`config.mk`:
```
export PLATFORM = sky130hd
export DESIGN_NAME = line_pixel_writer_flat
export DESIGN_NICKNAME = d
export VERILOG_FILES = /design/src/rtl/line_pixel_writer_if.sv /design/src/rtl/line_pixel_writer.sv /design/src/flat_wrapper.sv
export SDC_FILE = /design/constraint.sdc
export NUM_CORES = 1
export LEC_CHECK = 0
export CAP_MARGIN = 20
export CORE_MARGIN = 2
export CORE_UTILIZATION = 32
export CTS_BUF_LIST = sky130_fd_sc_hd__clkbuf_4
export CTS_CLUSTER_DIAMETER = 30
export DETAILED_ROUTE_END_ITERATION = 16
export GPL_TIMING_DRIVEN = 0
export SETUP_SLACK_MARGIN = 0.4
export SLEW_MARGIN = 40
export SYNTH_ARGS = -nofsm -noshare
export SYNTH_HDL_FRONTEND = slang
export SYNTH_SLANG_ARGS = --single-unit
```
`constraint.sdc`:
```
create_clock -name pclk -period 8.52 [get_ports pclk]
set_clock_uncertainty 0.1 [all_clocks]
set_input_delay 1.278 -clock pclk [delete_from_list [all_inputs] [get_ports pclk]]
set_output_delay 1.278 -clock pclk [all_outputs]
set_load 0.02 [all_outputs]
```
`src/rtl/line_pixel_writer_if.sv`:
```
// -----------------------------------------------------------------------------
// line_pixel_writer_if
// Bundles the pixel-strobe side, the framebuffer write side and the status
// outputs of line_pixel_writer.
//   slave  : view used by line_pixel_writer (consumes pix_*/fb_ack, drives the rest)
//   master : view used by the pixel source / framebuffer model
// Signals:
//   pix_wr, pix_x[9:0], pix_y[9:0], pix_color[11:0]  pixel strobe from line drawer
//   fb_req, fb_addr[18:0], fb_data[11:0], fb_ack     framebuffer write handshake
//   full, idle, overflow, clip_cnt[15:0]             status
// -----------------------------------------------------------------------------
interface line_pixel_writer_if;
  logic        pix_wr;
  logic [9:0]  pix_x;
  logic [9:0]  pix_y;
  logic [11:0] pix_color;
  logic        fb_req;
  logic [18:0] fb_addr;
  logic [11:0] fb_data;
  logic        fb_ack;
  logic        full;
  logic        idle;
  logic        overflow;
  logic [15:0] clip_cnt;

  modport slave (
    input  pix_wr, pix_x, pix_y, pix_color, fb_ack,
    output fb_req, fb_addr, fb_data, full, idle, overflow, clip_cnt
  );

  modport master (
    output pix_wr, pix_x, pix_y, pix_color, fb_ack,
    input  fb_req, fb_addr, fb_data, full, idle, overflow, clip_cnt
  );
endinterface

```
`src/rtl/line_pixel_writer.sv`:
```
// -----------------------------------------------------------------------------
// line_pixel_writer
// Takes pixel strobes from a line drawer, clips them against the visible
// area, converts (x,y) to a linear framebuffer address, buffers them in a
// DEPTH-entry FIFO and issues them as framebuffer write requests, one per
// cycle while the framebuffer keeps acknowledging.
// Ports:
//   pclk   : clock, all state on rising edge
//   rst_n  : asynchronous active-low reset
//   bus    : line_pixel_writer_if.slave (pixel strobe, fb handshake, status)
// -----------------------------------------------------------------------------
module line_pixel_writer #(
  parameter int DEPTH = 16,
  parameter int H_RES = 640,
  parameter int V_RES = 480
) (
  input  logic              pclk,
  input  logic              rst_n,
  line_pixel_writer_if.slave bus
);

  localparam int              AW      = $clog2(DEPTH);
  localparam int              CW      = AW + 1;
  localparam logic [CW-1:0]   DEPTH_C = CW'(DEPTH);
  localparam logic [CW-1:0]   CNT_0   = {CW{1'b0}};
  localparam logic [10:0]     H_LIM   = 11'(H_RES);
  localparam logic [10:0]     V_LIM   = 11'(V_RES);
  localparam logic [18:0]     H_MUL   = 19'(H_RES);

  typedef enum logic {
    ST_EMPTY = 1'b0,
    ST_REQ   = 1'b1
  } state_e;

  // FIFO storage: address and colour kept side by side per entry
  logic [18:0]   addr_mem [DEPTH];
  logic [11:0]   data_mem [DEPTH];

  logic [AW-1:0] wr_ptr_q, wr_ptr_d;
  logic [AW-1:0] rd_ptr_q, rd_ptr_d;
  logic [CW-1:0] count_q,  count_d;

  state_e        state_q;
  logic          fb_req_q;
  logic [18:0]   fb_addr_q;
  logic [11:0]   fb_data_q;
  logic          overflow_q;
  logic [15:0]   clip_cnt_q;

  logic          in_range_s;
  logic          push_s;
  logic          drop_full_s;
  logic          clip_s;
  logic          pop_s;
  logic [18:0]   pix_addr_s;

  // Strobe classification, address computation and pop decision
  always_comb begin
    in_range_s  = ({1'b0, bus.pix_x} < H_LIM) && ({1'b0, bus.pix_y} < V_LIM);
    pix_addr_s  = ({9'd0, bus.pix_y} * H_MUL) + {9'd0, bus.pix_x};
    clip_s      = bus.pix_wr && !in_range_s;
    // A full FIFO refuses the strobe even when a pop frees a slot this cycle.
    push_s      = bus.pix_wr && in_range_s && (count_q != DEPTH_C);
    drop_full_s = bus.pix_wr && in_range_s && (count_q == DEPTH_C);
    if (count_q != CNT_0) begin
      if (state_q == ST_EMPTY) begin
        pop_s = 1'b1;
      end else begin
        pop_s = bus.fb_ack;
      end
    end else begin
      pop_s = 1'b0;
    end
  end

  // Next-state for pointers and occupancy
  always_comb begin
    wr_ptr_d = wr_ptr_q;
    rd_ptr_d = rd_ptr_q;
    count_d  = count_q;
    if (push_s) begin
      wr_ptr_d = wr_ptr_q + 1'b1;
    end else begin
      wr_ptr_d = wr_ptr_q;
    end
    if (pop_s) begin
      rd_ptr_d = rd_ptr_q + 1'b1;
    end else begin
      rd_ptr_d = rd_ptr_q;
    end
    case ({push_s, pop_s})
      2'b10:   count_d = count_q + 1'b1;
      2'b01:   count_d = count_q - 1'b1;
      default: count_d = count_q;
    endcase
  end

  // FIFO entry write; contents need no reset since pointers gate visibility
  always_ff @(posedge pclk) begin
    if (push_s) begin
      addr_mem[wr_ptr_q] <= pix_addr_s;
      data_mem[wr_ptr_q] <= bus.pix_color;
    end
  end

  // Pointer and occupancy registers
  always_ff @(posedge pclk or negedge rst_n) begin
    if (!rst_n) begin
      wr_ptr_q <= {AW{1'b0}};
      rd_ptr_q <= {AW{1'b0}};
      count_q  <= CNT_0;
    end else begin
      wr_ptr_q <= wr_ptr_d;
      rd_ptr_q <= rd_ptr_d;
      count_q  <= count_d;
    end
  end

  // Output stage FSM with registered request, address and colour
  always_ff @(posedge pclk or negedge rst_n) begin
    if (!rst_n) begin
      state_q   <= ST_EMPTY;
      fb_req_q  <= 1'b0;
      fb_addr_q <= 19'd0;
      fb_data_q <= 12'd0;
    end else begin
      case (state_q)
        ST_EMPTY: begin
          if (pop_s) begin
            state_q   <= ST_REQ;
            fb_req_q  <= 1'b1;
            fb_addr_q <= addr_mem[rd_ptr_q];
            fb_data_q <= data_mem[rd_ptr_q];
          end
        end
        ST_REQ: begin
          if (bus.fb_ack) begin
            if (pop_s) begin
              fb_addr_q <= addr_mem[rd_ptr_q];
              fb_data_q <= data_mem[rd_ptr_q];
            end else begin
              state_q  <= ST_EMPTY;
              fb_req_q <= 1'b0;
            end
          end
        end
        default: begin
          state_q  <= ST_EMPTY;
          fb_req_q <= 1'b0;
        end
      endcase
    end
  end

  // Sticky overflow flag and saturating clip counter
  always_ff @(posedge pclk or negedge rst_n) begin
    if (!rst_n) begin
      overflow_q <= 1'b0;
      clip_cnt_q <= 16'd0;
    end else begin
      if (drop_full_s) begin
        overflow_q <= 1'b1;
      end
      if (clip_s && (clip_cnt_q != 16'hFFFF)) begin
        clip_cnt_q <= clip_cnt_q + 16'd1;
      end
    end
  end

  assign bus.fb_req   = fb_req_q;
  assign bus.fb_addr  = fb_addr_q;
  assign bus.fb_data  = fb_data_q;
  assign bus.full     = (count_q == DEPTH_C);
  assign bus.idle     = (count_q == CNT_0) && (state_q == ST_EMPTY);
  assign bus.overflow = overflow_q;
  assign bus.clip_cnt = clip_cnt_q;

endmodule

```
`src/flat_wrapper.sv`:
```
// flat-port wrapper written by rule: the top's interface ports become plain ports
module line_pixel_writer_flat 
#(
  parameter int DEPTH = 16,
  parameter int H_RES = 640,
  parameter int V_RES = 480
)
  (pclk, rst_n, bus_pix_wr, bus_pix_x, bus_pix_y, bus_pix_color, bus_fb_ack, bus_fb_req, bus_fb_addr, bus_fb_data, bus_full, bus_idle, bus_overflow, bus_clip_cnt);
  line_pixel_writer_if bus_i ();
  input  logic pclk;
  input  logic rst_n;
  input wire logic [$bits(bus_i.pix_wr)-1:0] bus_pix_wr;
  input wire logic [$bits(bus_i.pix_x)-1:0] bus_pix_x;
  input wire logic [$bits(bus_i.pix_y)-1:0] bus_pix_y;
  input wire logic [$bits(bus_i.pix_color)-1:0] bus_pix_color;
  input wire logic [$bits(bus_i.fb_ack)-1:0] bus_fb_ack;
  output wire logic [$bits(bus_i.fb_req)-1:0] bus_fb_req;
  output wire logic [$bits(bus_i.fb_addr)-1:0] bus_fb_addr;
  output wire logic [$bits(bus_i.fb_data)-1:0] bus_fb_data;
  output wire logic [$bits(bus_i.full)-1:0] bus_full;
  output wire logic [$bits(bus_i.idle)-1:0] bus_idle;
  output wire logic [$bits(bus_i.overflow)-1:0] bus_overflow;
  output wire logic [$bits(bus_i.clip_cnt)-1:0] bus_clip_cnt;
  assign bus_i.pix_wr = bus_pix_wr;
  assign bus_i.pix_x = bus_pix_x;
  assign bus_i.pix_y = bus_pix_y;
  assign bus_i.pix_color = bus_pix_color;
  assign bus_i.fb_ack = bus_fb_ack;
  assign bus_fb_req = bus_i.fb_req;
  assign bus_fb_addr = bus_i.fb_addr;
  assign bus_fb_data = bus_i.fb_data;
  assign bus_full = bus_i.full;
  assign bus_idle = bus_i.idle;
  assign bus_overflow = bus_i.overflow;
  assign bus_clip_cnt = bus_i.clip_cnt;
  line_pixel_writer #(.DEPTH(DEPTH), .H_RES(H_RES), .V_RES(V_RES)) u_core (.pclk(pclk), .rst_n(rst_n), .bus(bus_i));
endmodule
```
# After elaboration in Yosys (flattened, before gate mapping)
# Memories as Yosys holds them, arrays and structs flattened.
# Cells that the tools add are included.
# classes
addsub,6
multipliers,1
n_lt_le_gt_ge,2
n_eq_ne,8
n_mux,18
bitwise,1
n_reduce_logical,12
# ops
op,n
2-to-1 mux 19 bit,2
case mux 19 bit (2 select lines),1
2-to-1 mux 12 bit,2
case mux 12 bit (2 select lines),1
adder 19 x 10 -> 19 bit,1
adder 16 x 1 -> 16 bit (second input constant),1
!= test 16 bit (second input constant),1
multiplier 10 x 3 -> 12 bit (second input constant),1
< comparator 10 bit (second input constant),1
< comparator 10 x 9 -> 1 bit (second input constant),1
case mux 5 bit (2 select lines),1
2-to-1 mux 1 bit,9
adder 4 x 1 -> 4 bit (second input constant),2
logical AND 1 bit,7
adder 5 x 1 -> 5 bit (second input constant),1
== test 5 bit (second input constant),1
logical NOT 5 bit,1
!= test 5 bit (second input constant),1
nonzero test 5 bit,1
subtractor 5 x 1 -> 5 bit (second input constant),1
!= test 2 bit (second input constant),2
case mux 1 bit (2 select lines),2
AND reduction 3 bit,1
== test 2 x 1 -> 1 bit (second input constant),1
other kinds (5),5
# word_totals
ff_bits,63
ram_bits,496
word_cells,59
mem_count,2
# mem_list
memory,depth,word_bits,rd,rd_clocked_by_memory_dff,write_ports,line_no,source
u_core.addr_mem,16,19,1,0,1,line_pixel_writer.sv:36,logic [18:0] addr_mem [DEPTH];
u_core.data_mem,16,12,1,0,1,line_pixel_writer.sv:37,logic [11:0] data_mem [DEPTH];

# Depth between registers and ports, before layout
# logic_depth
depth_word,6
mapped_depth,15
mapped_depth_nobuf,14

# Worst setup path before layout
# No wires, ideal clock.
# synth_timing
kind,in2reg
start,input port bus_pix_y[5]
end,"memory u_core.addr_mem[0][0], enable pin"
setup_ps,497
arrival_ps,5136
t_required_ps,7923
setup_slack_ps,2787
stages,5
path_buffers,0
cell_sequence,a41oi_1 nand3_1 nor2_1 clkinv_1 nor4_1
# synth_between
elab_chain_len,6
# synth_rtl
item,line_no,source
start: declaration,flat_wrapper.sv:14,input wire logic [$bits(bus_i.pix_y)-1:0] bus_pix_y;
< comparator 10 x 9 -> 1 bit,line_pixel_writer.sv:59,"in_range_s = ({1'b0, bus.pix_x} < H_LIM) && ({1'b0, bus.pix_y} < V_LIM);"
logical AND 1 bit,line_pixel_writer.sv:59,
logical AND 1 bit (2 in a row),line_pixel_writer.sv:63,push_s = bus.pix_wr && in_range_s && (count_q != DEPTH_C);
2-to-1 mux 1 bit,line_pixel_writer.sv:100,if (push_s) begin
2-to-1 mux 1 bit (not written as such),line_pixel_writer.sv:101,addr_mem[wr_ptr_q] <= pix_addr_s;
end: declaration,line_pixel_writer.sv:36,
# Every way passes these cells.

# Worst setup path after layout
# layout_timing
start,input port bus_pix_x[8]
end,register u_core.count_q[4]
# layout_between
elab_chain_len,6
word_cells_on_any_way,8
classes_between,1 x order compare; 2 x eq/ne; 1 x mux; 4 x reduce/logical
# layout_rtl
item,line_no,source
start: declaration,flat_wrapper.sv:13,input wire logic [$bits(bus_i.pix_x)-1:0] bus_pix_x;
< comparator 10 bit *,line_pixel_writer.sv:59,
logical AND 1 bit *,line_pixel_writer.sv:59,
logical AND 1 bit * (2 in a row),line_pixel_writer.sv:63,
== test 2 x 1 -> 1 bit / == test 2 bit (equally long branches),line_pixel_writer.sv:91,"case ({push_s, pop_s})"
case mux 5 bit (2 select lines) / nonzero test 2 bit (equally long branches),-,
end signal: assignment,line_pixel_writer.sv:115,count_q <= count_d;
end: declaration,line_pixel_writer.sv:41,"logic [CW-1:0] count_q, count_d;"
# Every way passes the cells marked *; elsewhere a longest branch is shown, timed or not.
# A chain may end at the register's enable or synchronous reset.

==> summary.txt <==
Status
  – Outcome: completed

Critical path
  – CP max-delay cell: nor2_1
  – Critical register-to-register path startpoint: u_core.count_q[1]
  – FF-to-FF path depth: 14
  – Worst setup SP type: primary input
  – Reg2reg end: u_core.count_q[4]
  – Crit Path Max Fanout: 9
  – Max stage delay on crit path: 0.46 ns
  – CP Capture Point: u_core.count_q[4]
  – Crit path arrival time: 5.14 ns
  – Critical path launch point: bus_pix_x[8]
  – Cells along the critical path: clkdlybuf4s50_1, o21ai_0, nand3_1, nor2_1, clkinv_1, ha_1, xor2_1, ha_1, o21a_1, o22a_1, a21oi_1, xor2_1, nor2_1, xor2_1
  – Buf/Inv on CP: 2
  – CP Class: in -> reg
  – Critical Path End Type: register
  – Required @ worst endpoint: 9.26 ns
  – Reg2reg setup slack: 4.89 ns
  – Critical Path Most Common Cell: xor2_1
  – CP delay by family, top: compound AO/OA/AOI/OAI gates
  – CP Depth: 14

Clock network
  – Worst skew pair latency: 0.95 ns
  – H-tree Lvls: 4
  – Root buf cell: clkbuf_4
  – CTS Buffer Depth: 3
  – CTS buffer count: 147
  – PostCTS Resize Cnt: 0
  – Sink Count: 559
  – Register clock-pin slew on the reported worst setup and hold paths: 0.07 ns
  – CTS tree: yes

Pwr
  – Combinational share of power: 30.9%
  – Seq pwr share: 40.6%
  – Pint: 5.83 mW
  – Net Switching: 2.46 mW
  – PD cells: 307 nW/µm²
  – Clk network pwr share: 28.5%
  – Final Total Pwr: 8.29 mW
  – Net Sw Frac: 29.7%
  – Max IR drop VDD: 148 µV
  – Static Leak: 9.23 nW

Detailed routing
  – Post-Route WL: 50800 µm
  – TritonRoute pass-1 iters: 5
  – Vias/cell: 4.77
  – Routed WL per cell: 21.6 µm
  – Number of remaining DRC errors: 0
  – DRT iter0 DRCs: 872
  – Remaining antenna violation count after routing: 0
  – Vias: 11200

STA
  – Final hold violation count: 0
  – RSZ-0062 raised after global routing: no
  – Least-Margin Pin Slew: 0.888 ns
  – Share of the clock period used by the worst path: 51.6%
  – FMAX: 227 MHz
  – Max-slew violations: 0
  – Crit path time final: 4.40 ns
  – Hold WS: 0.396 ns
  – Setup violations, final: 0
  – Slew headroom: 40.8%

Die
  – Row count: 96
  – Die X: 268 µm
  – Die area: 71800 µm²
  – Die height: 268 µm
  – Core footprint: 68800 µm²
  – Initial core utilization: 32.4%
  – Ports: 87

Synthesis
  – Top FF cell, synth: edfxtp_1
  – Post-synth top area share: 66.8%
  – Most frequent cells after synthesis: edfxtp_1, mux4_2, dfrtp_1, ha_1, mux2_4
  – Post-synthesis instance total: 1018
  – Syn avg cell area: 21.9 µm²
  – Mapped Area: 22300 µm²
  – Area contributors post-synth: edfxtp_1, mux4_2, dfrtp_1
  – Most frequent cell after synthesis: edfxtp_1
  – Count of state elements after synthesis: 559
  – FFs w/ async S/R, synth: 11.3%
  – Synth warnings: 0
  – Top cell type by total area after synthesis: edfxtp_1
  – Unique masters post-synth: 47
  – Post-synthesis sequential area ratio: 73.9%
  – Post-synth EDFFs: 496
  – Post-Syn Nets: 1085

GRT
  – Initial antenna violation count: 1
  – Vias in the first global route: 12000
  – Total GRT Usage: 14.7%
  – Grt ovf: 0
  – Largest net degree at the start of global routing: 43
  – First-pass GRT wire length: 76100 µm

Layout
  – Area Growth Syn to Fin: 21.0%
  – Final Net Count: 1376
  – Fraction of layout cells with a size suffix above 1: 38.2%
  – Area taken by multi-input logic gates: 5660 µm²
  – Sequential Area: 16500 µm²
  – Fill cell count: 6184

Job
  – Max-cap viol count: 0

Place
  – Detailed Place HPWL: 32600 µm
  – RePlAce Congestion: 0.750
  – Input/output buffers: 86

Hold path
  – HP Class: reg -> reg
-- how the worst min path moves through the flow --
stage                         from             endpoint  slack (ns)  depth (start not counted)
3_3_place_gp   u_core.bus.overflow  u_core.bus.overflow        0.37                          1
4_1_cts        u_core.bus.overflow  u_core.bus.overflow        0.39                          1
6_report       u_core.bus.overflow  u_core.bus.overflow        0.40                          1
5_1_grt        u_core.bus.overflow  u_core.bus.overflow        0.42                          1
2_1_floorplan    u_core.count_q[4]    u_core.count_q[4]        0.38                          1
3_5_place_dp   u_core.bus.overflow  u_core.bus.overflow        0.37                          1
-- cell type report --
cell class / count / area share (%)
diodes: 1 / 0.00928
plain buffers: 43 / 0.970
clock buffers: 212 / 5.90
clock inverters: 48 / 1.22
inverters: 21 / 0.292
multi-input cells: 395 / 21.0
flip-flops and latches: 559 / 61.1
well taps: 931 / 4.32
repair buffers: 142 / 5.19
-- metal layers --
metal | track usage, % | wire (µm)
met2 | 24.6 | 26000
met1 | 18.1 | 21300
met4 | 4.73 | 781
met3 | 4.77 | 2820
met5 | 0 | 0
-- through the flow --
stage | std cells | instance area, µm² | setup TNS [ns] | util (%) | worst slack, ns
2_1_floorplan | 1018 | 22300 | 0 | - | 2.79
3_3_place_gp | 2035 | 24300 | -351.57 | 35.3 | -2.91
3_5_place_dp | 2090 | 25000 | 0 | 36.3 | 2.99
4_1_cts | 2351 | 26900 | 0 | 39.1 | 4.08
5_1_grt | 2352 | 27000 | 0 | 39.2 | 3.74
6_report | 2352 | 27000 | 0 | 39.2 | 4.12
-- power groups by stage --
stage / Clock (mW) / Sequential (mW) / Combinational [mW]
floorplan: 0 / 3.51 / 1.63
global placement: 0 / 3.43 / 2.53
detailed placement: 0 / 3.42 / 2.61
CTS: 2.44 / 3.37 / 2.62
global route: 2.59 / 3.38 / 2.74
finish: 2.36 / 3.36 / 2.56
-- registers in the layout, indices dropped and copies added, names as in the netlist, 4 cells and up --
register,cells
u_core.data_mem,192
u_core.rd_ptr_q,4
u_core.bus.clip_cnt,16
u_core.bus.fb_addr,19
u_core.addr_mem,304
u_core.count_q,5
u_core.wr_ptr_q,4
u_core.bus.fb_data,12
-- placed cells by master (no fill, tap or decap), types with 5 or more instances in the layout --
master	instances
clkbuf_4	212
o21ai_0	8
clkbuf_1	10
clkbuf_2	9
buf_2	52
clkinv_2	13
edfxtp_1	496
and2_4	8
mux2_4	29
buf_8	10
nand2_1	12
inv_1	20
nand3_1	15
dfrtp_1	63
ha_1	29
nor2_1	23
mux2_2	5
buf_12	9
clkinv_1	22
mux4_2	155
xor2_1	16
xnor2_1	16
nand4_1	5
xnor2_2	6
clkdlybuf4s50_1	85
clkinvlp_4	6
a21oi_1	9
-- repair_timing --
item	4_1_cts	5_1_grt
endpoints found under the setup margin	0	0
hold endpoints to repair	8	0
buffers inserted	0	0
hold buffers	1	0
-- cells by family (layout without fill, tap and decap cells) --
| group | count (synthesis) | after routing | synth area share [%] |
|---|---|---|---|
| AOI/OAI and AO/OA | 40 | 40 | 1.20 |
| xor gates and xnor gates | 42 | 42 | 1.65 |
| DFF | 559 | 559 | 73.9 |
| other | 0 | 1 | 0 |
| adders and majority gates | 31 | 31 | 1.81 |
| muxes | 189 | 189 | 17.9 |
| and+or+nand+nor | 93 | 93 | 2.09 |
| buffers and inverters | 64 | 466 | 1.47 |
No activity file was read; power rests on OpenSTA's default activity.
